--- src/rtl/main_control_fsm.sv ---
// Multi-cycle main control FSM for the RV32 core: sequences FETCH/DECODE/EXEC/MEM/WB,
// drives all datapath strobes and traps on illegal opcodes or memory timeouts. Optional: OPIMM_EN.
module main_control_fsm #(
  parameter int unsigned MEM_TIMEOUT = 16,
  parameter int unsigned TO_W        = 5
) (
  input  logic       clk,
  input  logic       rst_n,
  input  logic [6:0] i_opcode,
  input  logic       i_zero,
  input  logic       i_mem_ready,
  output logic [1:0] o_alu_op,
  output logic       o_fun7_mask,
  output logic [1:0] o_alu_src_a,
  output logic [1:0] o_alu_src_b,
  output logic       o_mem_req,
  output logic       o_mem_we,
  output logic       o_i_or_d,
  output logic       o_ir_write,
  output logic       o_pc_write,
  output logic       o_pc_src,
  output logic       o_reg_write,
  output logic       o_mem_to_reg,
  output logic       o_illegal,
  output logic       o_bus_err,
  output logic [2:0] o_state
);

  localparam logic [2:0] S_FETCH  = 3'd0;
  localparam logic [2:0] S_DECODE = 3'd1;
  localparam logic [2:0] S_EXEC   = 3'd2;
  localparam logic [2:0] S_MEM    = 3'd3;
  localparam logic [2:0] S_WB     = 3'd4;
  localparam logic [2:0] S_TRAP   = 3'd7;

  localparam logic [6:0] OP_R   = 7'b0110011;
  localparam logic [6:0] OP_LW  = 7'b0000011;
  localparam logic [6:0] OP_SW  = 7'b0100011;
  localparam logic [6:0] OP_BEQ = 7'b1100011;
  localparam logic [6:0] OP_IMM = 7'b0010011;

`ifdef OPIMM_EN
  localparam logic LP_OPIMM = 1'b1;
`else
  localparam logic LP_OPIMM = 1'b0;
`endif

  localparam logic [TO_W-1:0] LP_TO_MAX = TO_W'(MEM_TIMEOUT);
  localparam logic            LP_TO_EN  = (MEM_TIMEOUT != 0);

  logic [2:0]      r_state;
  logic [TO_W-1:0] r_to_cnt;
  logic            r_illegal;
  logic            r_bus_err;

  logic [2:0]      w_next;
  logic [TO_W-1:0] w_to_inc;
  logic            w_is_r, w_is_lw, w_is_sw, w_is_beq, w_is_imm, w_legal;
  logic            w_timeout, w_illegal_hit;
  logic [1:0]      w_alu_op, w_alu_src_a, w_alu_src_b;
  logic            w_fun7_mask, w_mem_req, w_mem_we, w_i_or_d;
  logic            w_ir_write, w_pc_write, w_pc_src, w_reg_write, w_mem_to_reg;

  assign w_is_r   = (i_opcode == OP_R);
  assign w_is_lw  = (i_opcode == OP_LW);
  assign w_is_sw  = (i_opcode == OP_SW);
  assign w_is_beq = (i_opcode == OP_BEQ);
  assign w_is_imm = LP_OPIMM && (i_opcode == OP_IMM);
  assign w_legal  = w_is_r | w_is_lw | w_is_sw | w_is_beq | w_is_imm;
  assign w_to_inc = r_to_cnt + TO_W'(1);

  always_comb begin
    w_next        = r_state;
    w_alu_op      = 2'b00;
    w_fun7_mask   = 1'b0;
    w_alu_src_a   = 2'b00;
    w_alu_src_b   = 2'b00;
    w_mem_req     = 1'b0;
    w_mem_we      = 1'b0;
    w_i_or_d      = 1'b0;
    w_ir_write    = 1'b0;
    w_pc_write    = 1'b0;
    w_pc_src      = 1'b0;
    w_reg_write   = 1'b0;
    w_mem_to_reg  = 1'b0;
    w_illegal_hit = 1'b0;
    w_timeout     = 1'b0;
    case (r_state)
      S_FETCH: begin
        w_mem_req   = 1'b1;
        w_alu_src_b = 2'b01;
        if (i_mem_ready) begin
          w_ir_write = 1'b1;
          w_pc_write = 1'b1;
          w_next     = S_DECODE;
        end
      end
      S_DECODE: begin
        // Speculatively compute the branch target into ALUOut.
        w_alu_src_a = 2'b10;
        w_alu_src_b = 2'b10;
        if (w_legal) begin
          w_next = S_EXEC;
        end else begin
          w_next        = S_TRAP;
          w_illegal_hit = 1'b1;
        end
      end
      S_EXEC: begin
        w_alu_src_a = 2'b01;
        if (w_is_r) begin
          w_alu_op = 2'b10;
          w_next   = S_WB;
        end else if (w_is_imm) begin
          w_alu_src_b = 2'b10;
          w_alu_op    = 2'b10;
          w_fun7_mask = 1'b1;
          w_next      = S_WB;
        end else if (w_is_lw || w_is_sw) begin
          w_alu_src_b = 2'b10;
          w_next      = S_MEM;
        end else begin
          // BEQ: rs1 - rs2 sets zero, which gates the PC load from ALUOut.
          w_alu_op   = 2'b01;
          w_pc_src   = 1'b1;
          w_pc_write = i_zero;
          w_next     = S_FETCH;
        end
      end
      S_MEM: begin
        w_mem_req = 1'b1;
        w_i_or_d  = 1'b1;
        w_mem_we  = w_is_sw;
        if (i_mem_ready) begin
          w_next = w_is_lw ? S_WB : S_FETCH;
        end
      end
      S_WB: begin
        w_reg_write  = 1'b1;
        w_mem_to_reg = w_is_lw;
        w_next       = S_FETCH;
      end
      S_TRAP: begin
        w_next = S_TRAP;
      end
      default: begin
        w_next = S_FETCH;
      end
    endcase
    // A ready in the limit cycle completes the access, so it never traps.
    if (LP_TO_EN && w_mem_req && !i_mem_ready && (w_to_inc == LP_TO_MAX)) begin
      w_timeout = 1'b1;
      w_next    = S_TRAP;
    end
  end

  always_ff @(posedge clk or negedge rst_n) begin
    if (!rst_n) begin
      r_state   <= S_FETCH;
      r_to_cnt  <= '0;
      r_illegal <= 1'b0;
      r_bus_err <= 1'b0;
    end else begin
      r_state <= w_next;
      if (w_illegal_hit) begin
        r_illegal <= 1'b1;
      end
      if (w_timeout) begin
        r_bus_err <= 1'b1;
      end
      if ((w_next != r_state) && ((w_next == S_FETCH) || (w_next == S_MEM))) begin
        r_to_cnt <= '0;
      end else if (w_mem_req && !i_mem_ready && (r_to_cnt != LP_TO_MAX)) begin
        r_to_cnt <= w_to_inc;
      end
    end
  end

  // Strobes are gated by rst_n so a request drops the instant reset asserts.
  assign o_alu_op     = rst_n ? w_alu_op    : 2'b00;
  assign o_alu_src_a  = rst_n ? w_alu_src_a : 2'b00;
  assign o_alu_src_b  = rst_n ? w_alu_src_b : 2'b00;
  assign o_fun7_mask  = rst_n & w_fun7_mask;
  assign o_mem_req    = rst_n & w_mem_req;
  assign o_mem_we     = rst_n & w_mem_we;
  assign o_i_or_d     = rst_n & w_i_or_d;
  assign o_ir_write   = rst_n & w_ir_write;
  assign o_pc_write   = rst_n & w_pc_write;
  assign o_pc_src     = rst_n & w_pc_src;
  assign o_reg_write  = rst_n & w_reg_write;
  assign o_mem_to_reg = rst_n & w_mem_to_reg;
  assign o_illegal    = r_illegal;
  assign o_bus_err    = r_bus_err;
  assign o_state      = r_state;

endmodule

--- config.mk ---
export PLATFORM = sky130hd
export DESIGN_NAME = main_control_fsm
export DESIGN_NICKNAME = d
export VERILOG_FILES = /design/src/rtl/main_control_fsm.sv
export SDC_FILE = /design/constraint.sdc
export NUM_CORES = 1
export LEC_CHECK = 0
export CELL_PAD_IN_SITES_DETAIL_PLACEMENT = 2
export CELL_PAD_IN_SITES_GLOBAL_PLACEMENT = 2
export CORE_MARGIN = 5
export CORE_UTILIZATION = 26
export DETAILED_ROUTE_END_ITERATION = 8
export MAX_ROUTING_LAYER = met4
export PLACE_DENSITY_LB_ADDON = 0.1
export SETUP_SLACK_MARGIN = 0.15
export SLEW_MARGIN = 20
export SYNTH_ARGS = -nofsm -noshare
export SYNTH_HDL_FRONTEND = slang
export SYNTH_SLANG_ARGS = --single-unit
--- constraint.sdc ---
create_clock -name clk -period 3.5 [get_ports clk]
set_input_delay 0.7 -clock clk [delete_from_list [all_inputs] [get_ports clk]]
set_output_delay 0.7 -clock clk [all_outputs]
set_load 0.01 [all_outputs]
==> results of run 1 <==
## sequential cells by signal, summed over array words and instances (netlist names)
signal,count
o_illegal,1
o_state,3
r_to_cnt,5
o_bus_err,1
## final cells by class
type                            count  area (um2)  area share [%]
Multi-Input combinational cell     83         548            45.7
Inverter                            3        11.3           0.939
Tap cell                           44        55.1            4.59
Timing Repair Buffer               30         298            24.8
Clock buffer                        4        36.3            3.03
Sequential cell                    10         250            20.9
## Yosys cell counts, drive strengths merged (2+ instances only)
| cell | instances | share of area (%) |
|---|---|---|
| nand3b | 2 | 1.8 |
| dfrtp | 10 | 30 |
| ha | 3 | 4.5 |
| nor2b | 3 | 2.2 |
| nor4 | 3 | 2.2 |
| and2 | 2 | 1.8 |
| nor3 | 6 | 4.2 |
| nand4bb | 2 | 4.6 |
| nand2 | 12 | 5.4 |
| and3 | 2 | 2.1 |
| xor2 | 4 | 4.2 |
| buf | 4 | 3.0 |
| inv | 3 | 1.3 |
| nand2b | 5 | 3.7 |
| nand3 | 4 | 2.4 |
| nor2 | 13 | 5.8 |
| a21oi | 3 | 2.2 |
| or2 | 2 | 1.5 |
## metrics by stage
stage	power [mW]	utilization [%]	std cells	cell area (um2)	hold WS [ps]
2_1_floorplan	0.417	-	101	838	404
3_3_place_gp	0.566	37.8	170	1160	452
3_5_place_dp	0.576	37.8	170	1160	459
4_1_cts	0.682	38.9	174	1200	472
5_1_grt	0.733	38.9	174	1200	516
6_report	0.671	38.9	174	1200	465
## worst max-delay path, stage by stage
cell and delay (ps):
clkdlybuf4s50_1 530, nand4bb_4 150, nor3_1 280, a21boi_0 200
nor2_1 130, clkdlybuf4s50_1 540
## routing by layer
metal	routed length [um]	up-vias
li1	-	411
met1	1270	412
met2	1210	17
met3	126	2
met4	14	0
met5	0	-
## logic make-up after synthesis
family	count (synthesis)	share of synthesized area, %
DFF	10	29.9
xor gates and xnor gates	5	5.22
and+or+nand+nor	61	43.1
AOI/OAI and AO/OA	13	12.1
other	1	0.447
buffers and inverters	8	4.78
adders and majority gates	3	4.48
## path summary, 6_finish.rpt
| check | cells past startpoint | slack [ps] | end | from |
|---|---|---|---|---|
| setup reg to reg | 6 | 1660 | o_state[0] | r_to_cnt[0] |
| setup / recovery | 6 | 270 | o_alu_src_b[1] | i_opcode[1] |
| hold reg to reg | 1 | 470 | o_illegal | o_illegal |
| min in group asynchronous | 1 | 650 | o_state[0] | rst_n |
| max in group asynchronous | 2 | 2440 | o_state[2] | rst_n |
| hold / removal | 1 | 470 | o_illegal | o_illegal |
## power breakdown
part / switching (mW) / internal (mW) / leakage (nW)
combinational: 0.171 / 0.183 / 0.319
clock: 0.0392 / 0.0631 / 0.0210
sequential: 0.0764 / 0.139 / 0.130
total: 0.287 / 0.384 / 0.470
==> results.cfg, run 1 <==
[run_status]
outcome = complete, no violations

[final_layout]
final_common_cell = clkdlybuf4s50_1
area_growth_pct = 43.0
num-nets-final = 145
fillers = 359
diodes = 0
layout_common_cells = 29 x clkdlybuf4s50_1, 13 x nor2_1, 12 x nand2_1
drive_gt1_share_pct = 10.0

[power]
leakagePower_nw = 0.470
ir_drop_v = 0.000278
p_per_area_nw_per_um2 = 560

[synthesis]
synthesis.area_um2 = 838
synth-edff-count = 0
yosysSeqAreaShare_pct = 29.9
synth_ff_type = dfrtp_1
ys_warn_count = 0
yosys_register_bits = 10
syn_avg_cell_area_um2 = 8.30
synth_cell_types = 43
syn_nets = 115
async_flop_share_pct = 100
netlist_instances = 101

[die]
die_w_um = 66.8
initial_core_util_pct = 27.2
dieArea_um2 = 4460
num_rows = 20
io_pins = 31
die_h_um = 66.8
core_um2 = 3080

[global_route]
grt-ovfl-total = 0
grt_max_degree = 17
grtUsageMet1_pct = 17.6
grt_pass1_vias = 932
grt_use_met3_pct = 3.54
antenna_found_initial = 0
grt_most_used_layer = met2
grt_use_total_pct = 13.6
use_met2_pct = 21.2
grt_pass1_wl_mm = 4.50

[drt]
viasPerCell = 4.84
postRouteAntennaNets = 0
vias = 842
drt_iter0_markers = 4
drc = 0
routedWlPerCell_um = 15.0
wl_mm = 2.62
drt_first_pass_iters = 4

[critical_path]
critPathCaptureType = output port
cp.required_ps = 2800
critPathKind = in -> out
cp-start-kind = input pin
worstPathArrival_ps = 2530
critPathMaxFanout = 5

[timing]
hold_viol = 0
setup_viol = 0
fin_crit_sh_pct = 92.2
relSlewSlack_pct = 65.8
final-max-slew-violation-count = 0
setup-tns-final_ps = 0
worstMarginPinSlew_ps = 513
grt_setup_unrepaired = no
max_freq_ghz = 0.310
post-route-min-period_ps = 3230
finClkSkew_ps = 6.04
fin_ws_ps = 273

[clocking]
clock_sinks = 10
path_clk_slew_ps = 60
numCtsBuffers = 3
cts_hold_buf = 0
clock-root-buffer = clkbuf_4
cts_buffer_depth = 2
cts_tree = yes
cts.htree.levels = 1
insertion_delay_ps = 260
cts_setup_buffers = 0
post_cts_resize_count = 0

[worst_hold_path]
worstHoldPathType = reg -> reg

[placement]
routabilityCongestion = 0.733
place_hpwl_mm = 2.12
portBuffers = 29
dpl_worst_slack_ps = 268

[flow_run]
maxCapViolations = 0
No activity file was read; power rests on OpenSTA's default activity.
==> run 2: changes to the inputs <==
Settings changed: RECOVER_POWER set to 50.
==> run 2 against run 1 <==
Against the previous run: power shrank 2.4%; setup slack got worse by 15 ps; largest power group unchanged; highest routed layer unchanged; fmax decreased by 0.45%; global-route usage stayed put.
==> results.cfg, run 2 (same netlist as run 1, synthesis figures left out) <==
[clocking]
cts.htree.levels = 1
insertion_delay_ps = 270
cts_setup_buffers = 0
post_cts_resize_count = 0
cts_tree = yes
clock-root-buffer = clkbuf_4
path_clk_slew_ps = 60
numCtsBuffers = 3
cts_hold_buf = 0
clock_sinks = 10
cts_buffer_depth = 2

[final_layout]
area_growth_pct = 41.0
seq_area_um2 = 250
largest_reg_flops = 5
layout_common_cells = 25 x clkdlybuf4s50_1, 13 x nor2_1, 12 x nand2_1
fillers = 361
largest_register = r_to_cnt
num-nets-final = 145
final_common_cell = clkdlybuf4s50_1
multiInputGateArea_um2 = 532
drive_gt1_share_pct = 7.69
diodes = 0

[die]
initial_core_util_pct = 27.2
num_rows = 20
die_h_um = 66.8
core_um2 = 3080
dieArea_um2 = 4460
die_w_um = 66.8
io_pins = 31

[timing]
setup-tns-final_ps = 0
fin_ws_ps = 258
grt_setup_unrepaired = no
max_freq_ghz = 0.308
relSlewSlack_pct = 53.8
fin_crit_sh_pct = 92.6
finClkSkew_ps = 6.05
post-route-min-period_ps = 3240
worstMarginPinSlew_ps = 687
hold_viol = 0
holdWs_ps = 460
final-max-slew-violation-count = 0
setup_viol = 0

[power]
ir_drop_v = 0.000273
p_switching_mw = 0.284
p_per_area_nw_per_um2 = 554
internal_power_mw = 0.371
p_seq_share_pct = 32.7
pwr-share-comb_pct = 51.6
leakagePower_nw = 0.468
p_sw_share_pct = 43.3
pwr-share-clk_pct = 15.7

[drt]
drt_iter0_markers = 8
drc = 0
vias = 840
wl_mm = 2.64
viasPerCell = 4.83
postRouteAntennaNets = 0
routedWlPerCell_um = 15.2
drt_first_pass_iters = 4

[placement]
portBuffers = 29
dpl_worst_slack_ps = 268
routabilityCongestion = 0.733
place_hpwl_mm = 2.12

[run_status]
outcome = complete, no violations

[critical_path]
crit_chain = dlygate4sd3_1 > nor3_1 > a21boi_0 > nor2_1 > clkdlybuf4s50_1
cp-start-kind = input pin
critPathKind = in -> out
critPathMaxFanout = 7
critPathCaptureType = output port
worst_path_largest_cell_delay_ps = 640
cp_top_family = buffers and inverters
worstPathArrival_ps = 2540
cp_slowest_cell = dlygate4sd3_1
cp_num_buf_inv = 2
cp.required_ps = 2800

[global_route]
grt-ovfl-total = 0
antenna_found_initial = 0
grt_max_degree = 17
grt_use_total_pct = 13.6
grt_pass1_wl_mm = 4.50
grt_pass1_vias = 932

[worst_hold_path]
worstHoldPathType = reg -> reg

[flow_run]
maxCapViolations = 0
-- run 2: worst paths after layout --
check,start,end,slack (ps),cells past startpoint
worst max register to register,o_state[1],r_to_cnt[1],1530,5
max in group asynchronous,rst_n,o_state[2],2370,2
min in group asynchronous,rst_n,o_state[0],720,1
worst max-delay path,i_opcode[6],o_alu_src_b[1],260,5
worst min register to register,o_illegal,o_illegal,460,1
worst min-delay path,o_illegal,o_illegal,460,1
-- run 2: area by class of cell --
type / instances / share of cell area, %
clock buffer: 4 / 3.07
inverter: 3 / 0.952
multi-input combinational: 83 / 45.0
sequential: 10 / 21.2
tap: 44 / 4.66
timing repair buffer: 30 / 25.2
-- run 2: stage by stage --
step,std cells,power (mW),area [um2],utilization [%]
4_1_cts,174,0.682,1200,38.9
3_3_place_gp,170,0.566,1160,37.8
2_1_floorplan,101,0.417,838,-
5_1_grt,174,0.715,1180,38.4
6_report,174,0.655,1180,38.4
3_5_place_dp,170,0.576,1160,37.8
-- run 2: worst reg2reg max path, cell delays in order, from the launching register on --
cell and delay (ps):
dfrtp_1 570, nand2b_1 310, a311oi_1 450, a41oi_1 130, and3_1 300, a21oi_2 140
-- run 2: power groups by stage --
stage                     Clock, mW  Sequential (mW)  Combinational, mW
after CTS                     0.106            0.214              0.361
final                         0.103            0.214              0.338
after floorplan                   0            0.176              0.241
after global placement            0            0.214              0.352
after detailed placement          0            0.217              0.358
after global routing          0.113            0.223              0.379
-- run 2: layer usage --
layer  global-route usage [%]  up-vias  share of wire (%)
met5                        -        -                  0
met4                     3.05        0               0.53
met3                     3.54        2                4.7
met2                     21.2       17                 45
met1                     17.6      411                 49
li1                         -      410                  -
